$ cat config.mk
export PLATFORM = sky130hd
export DESIGN_NAME = icache
export DESIGN_NICKNAME = d
export VERILOG_FILES = /design/src/rtl/icache.sv
export SDC_FILE = /design/constraint.sdc
export NUM_CORES = 1
export LEC_CHECK = 0
export ABC_AREA = 1
export CORE_AREA = 3 3 301 303
export DETAILED_ROUTE_END_ITERATION = 6
export DIE_AREA = 0 0 304 306
export MAX_ROUTING_LAYER = met4
export PLACE_DENSITY_LB_ADDON = 0.2
export SLEW_MARGIN = 10
export SYNTH_ARGS = -nofsm -noshare
export SYNTH_HDL_FRONTEND = slang
export SYNTH_SLANG_ARGS = --single-unit
$ cat constraint.sdc
create_clock -name CLK -period 6.2 [get_ports CLK]
set_input_delay 0.93 -clock CLK [delete_from_list [all_inputs] [get_ports CLK]]
set_output_delay 0.93 -clock CLK [all_outputs]
set_load 0.01 [all_outputs]
$ cat src/rtl/icache.sv
// Direct-mapped, one-word-per-frame instruction cache sitting between the fetch port
// and the memory controller. Hits are combinational; a miss fetches one word and fills.
module icache #(
  parameter int SETS   = 16,
  parameter int WORD_W = 32
) (
  input  logic              CLK,
  input  logic              nRST,
  input  logic              imemREN,
  input  logic [WORD_W-1:0] imemaddr,
  input  logic              inv,
  output logic              ihit,
  output logic [WORD_W-1:0] imemload,
  output logic              iREN,
  output logic [WORD_W-1:0] iaddr,
  input  logic              iwait,
  input  logic [WORD_W-1:0] iload,
  output logic [31:0]       hit_count,
  output logic [31:0]       miss_count
);

  localparam int IW = $clog2(SETS);
  localparam int TW = WORD_W - IW - 2;

  typedef enum logic {
    IDLE,
    FETCH
  } state_t;

  state_t state, nextState;

  logic [SETS-1:0]   frameValid;
  logic [TW-1:0]     frameTag  [SETS];
  logic [WORD_W-1:0] frameData [SETS];

  logic [WORD_W-1:0] missAddr;
  logic [31:0]       hitCount;
  logic [31:0]       missCount;

  logic [IW-1:0] reqIdx;
  logic [TW-1:0] reqTag;
  logic [IW-1:0] fillIdx;
  logic [TW-1:0] fillTag;
  logic          tagHit;
  logic          issueMiss;
  logic          fillDone;
  logic          unusedOffset;

  assign reqIdx       = imemaddr[IW+1:2];
  assign reqTag       = imemaddr[WORD_W-1:IW+2];
  assign fillIdx      = missAddr[IW+1:2];
  assign fillTag      = missAddr[WORD_W-1:IW+2];
  assign unusedOffset = ^imemaddr[1:0];

  assign tagHit = imemREN && frameValid[reqIdx] && (frameTag[reqIdx] == reqTag);

  // Next-state and outputs; an invalidate in IDLE suppresses both hit and miss.
  always_comb begin
    nextState = state;
    ihit      = 1'b0;
    imemload  = '0;
    iREN      = 1'b0;
    iaddr     = '0;
    issueMiss = 1'b0;
    fillDone  = 1'b0;
    case (state)
      IDLE: begin
        if (imemREN) begin
          imemload = frameData[reqIdx];
          if (!inv) begin
            if (tagHit) begin
              ihit = 1'b1;
            end else begin
              issueMiss = 1'b1;
              nextState = FETCH;
            end
          end
        end
      end
      FETCH: begin
        iREN  = 1'b1;
        iaddr = missAddr;
        if (!iwait) begin
          fillDone  = 1'b1;
          nextState = IDLE;
        end
      end
      default: nextState = IDLE;
    endcase
  end

  always_ff @(posedge CLK or negedge nRST) begin
    if (!nRST) begin
      state    <= IDLE;
      missAddr <= '0;
    end else begin
      state <= nextState;
      if (issueMiss) begin
        missAddr <= {imemaddr[WORD_W-1:2], 2'b00};
      end
    end
  end

  // The controller cannot cancel a read, so a fill always lands unless inv discards it.
  always_ff @(posedge CLK or negedge nRST) begin
    if (!nRST) begin
      frameValid <= '0;
      for (int i = 0; i < SETS; i++) begin
        frameTag[i]  <= '0;
        frameData[i] <= '0;
      end
    end else begin
      if (inv) begin
        frameValid <= '0;
      end else if (fillDone) begin
        frameValid[fillIdx] <= 1'b1;
        frameTag[fillIdx]   <= fillTag;
        frameData[fillIdx]  <= iload;
      end
    end
  end

  always_ff @(posedge CLK or negedge nRST) begin
    if (!nRST) begin
      hitCount  <= '0;
      missCount <= '0;
    end else begin
      if (ihit && imemREN && (hitCount != 32'hFFFF_FFFF)) begin
        hitCount <= hitCount + 32'd1;
      end
      if (issueMiss && (missCount != 32'hFFFF_FFFF)) begin
        missCount <= missCount + 32'd1;
      end
    end
  end

  assign hit_count  = hitCount;
  assign miss_count = missCount;

endmodule

==> reports/results.ini <==
[status]
run_status=finished, violations left
violations=DRC

[timing]
post_route_fraction_of_the_period_consumed_by_the_critical_path_pct=89.82
skew_final_ns=0.03436
finalWorstSetupSlack_ns=0.6309
period_needed_ns=5.569
worst_slew_pin_slew_ns=1.162
unrepaired_setup_endpoints_after_global_routing=false
final-max-slew-violation-count=0
report.final.hold_viol_count=0
slew_headroom_pct=22.52
maxClockFrequency_mhz=179.6
setup_tns_ns=0
timing.final.setup_violations=0

[cells_and_area]
design_area_um2=54300
n_antenna_cell=0
finish.net_count=6045
synthToLayoutAreaGrowth_pct=12.20
layout_cell_share_with_drive_strength_beyond_1_pct=4.862
most_common_cell_after_layout_fill_and_taps_aside=nand2_1
final_cells=7232
final_util_pct=61.54
layout_common_cells=1811 x nand2_1, 1275 x o21ai_0, 1038 x dfrtp_1

[drt]
post_drt_wl_per_cell_um=19.42
initialDrtViolationCount=4478
detailedRoute.firstPassIterationCount=7
total_vias_in_the_final_route=41687
antenna_left=0
via_per_inst=5.764
post-route-drc-count=13
wire_length_after_detailed_routing_mm=140.4

[yosys]
synthesis_warnings=0
netlist-cell-type-count=39
post_synthesis_sequential_element_count=1039
yosysSeqAreaShare_pct=53.72
synthArstFlopShare_pct=100.0
cell_area_after_technology_mapping_um2=48400
post_synth_inst_count=6067
dominantRegCellSynth=dfrtp_1
synth_edf_count=0
syn_avg_cell_area_um2=7.978

[critical_path]
worst_setup_path_start_kind=input port
crit_type=input port to output pin
critical_path.max_fanout=80
rrSetupSlack_ns=2.40
critical_path_required_ns=5.27
cp.arrival_ns=4.64
crit_path_end_kind=output pin

[cts]
tritoncts=built
clockBufferDepth=3
postCtsHoldBufs=0
ctsResizeCount=0
cts.htree.levels=3
cts.reportedPaths.clkPinSlew_ns=0.06
cts-buffers-inserted=110
root_buffer=clkbuf_16
clock_sink_count=1039
cts.repair_timing.setup_buffer_count=0
clk-insertion-delay-late_ns=0.69

[die]
i_o_pin_count=199
floorplan.die.height_um=306
die_w_um=304
die_area_um2=93020
design.core.area_um2=88240
floorplan.rows=109
initial_core_util_pct=54.85

[global_routing]
number_of_antenna_violations_at_the_first_check_in_global_routing=0
grt_overflow=0
number_of_global_route_vias_before_repair=39347
maximum_number_of_pins_on_one_net_before_global_route_repair=168
global_route_wire_length_before_repair_mm=224.8
total_track_usage_pct=31.04

[place]
post-place-cells=7027
preCtsSetupSlack_ns=0.6203
gp_congestion=0.9325
placedInstanceArea_um2=50620
count_of_input_and_output_buffers=194
detailed_place_hpwl_mm=77.87

[pwr]
vdd_ir_drop_max_mv=0.2415
p_leak_uw=0.02543
power.density_cell_area_nw_per_um2=330.1

[min_path]
min_path_type=input port to asynchronous set/reset pin

[flow_run]
max_cap_violations=0

Yosys cell counts (4+ instances only):
library cell / count / share of area, %
buf_6: 17 / 0.40
buf_2: 43 / 0.44
a21oi_1: 43 / 0.44
nand3b_1: 11 / 0.17
o211ai_1: 51 / 0.79
nor2_2: 4 / 0.052
clkbuf_1: 366 / 2.8
o21ai_1: 15 / 0.16
nor2_1: 418 / 3.2
o22ai_1: 39 / 0.50
nand4_1: 31 / 0.40
dfrtp_1: 1039 / 54
xor2_1: 23 / 0.42
nor4_1: 13 / 0.17
buf_1: 26 / 0.20
o221ai_1: 89 / 1.6
xnor2_1: 11 / 0.20
nand2_1: 1822 / 14
buf_4: 21 / 0.33
o21ai_0: 1275 / 13
nand3_1: 307 / 3.2
nor3_1: 24 / 0.25
inv_1: 357 / 2.8
final timing paths:
path	to	start	cells after the start
max	ihit	imemaddr[2]	15
min	frameTag[6]	nRST	1
max reg2reg	frameData[290]	state	8
min reg2reg	frameData[64]	frameData[64]	2
max in group asynchronous	frameData[209]	nRST	2
min in group CLK	frameData[64]	frameData[64]	2
sequential cells by signal, indices dropped and copies added, names as in the netlist:
name and cells:
frameData 512, frameTag 416, hit_count 32, miss_count 32, missAddr 30, frameValid 16
state 1
worst max-delay path, cell delays in order:
cell and delay [ns]:
buf_8 0.43, buf_4 0.77, nor2_1 0.12, nor2_1 0.11, o21ai_0 0.10, nand3_1 0.10
nand3_1 0.18, nand3_1 0.16, nand2_1 0.07, nor2_1 0.17, nand2_1 0.07, nor2_1 0.08
nand2_1 0.08, nor4_1 0.51, clkdlybuf4s50_1 0.66
logic make-up after synthesis:
group | share of synthesized area, %
other | 0.007748
adders and majority gates | 0.05169
DFF | 53.72
AOI/OAI and AO/OA | 16.69
buffers and inverters | 7.070
and+or+nand+nor | 21.85
xor gates and xnor gates | 0.6152
final cells by class:
type | instances | area [um^2]
multi-input cells | 4192 | 19100
repair buffers | 269 | 2668
fillers | 7757 | 33930
clock buffers | 164 | 3246
clock inverters | 41 | 441.7
well taps | 1165 | 1458
flip-flops and latches | 1039 | 26000
inverters | 362 | 1388
routing by layer:
metal,part of all wire (%),GRT usage (%),wire length (um)
met2,45,46.96,63310
met3,8.2,4.918,11490
met1,44,43.78,61620
met5,0,-,0
met4,2.9,8.781,4026
per-stage QoR:
stage	hold WS, ns	total power [uW]
after floorplan	0.4451	10430
after global placement	0.4594	11240
after detailed placement	0.4665	11360
after CTS	0.2855	18010
after global routing	0.3104	18880
final	0.2756	17930
power by group:
part	leakage (uW)	internal, uW	total, uW	switching (uW)
logic	0.00947	998	2660	1660
registers	0.0141	7960	8610	649
clock network	0.00181	3870	6650	2780
Power figures use the tool's default switching activity.
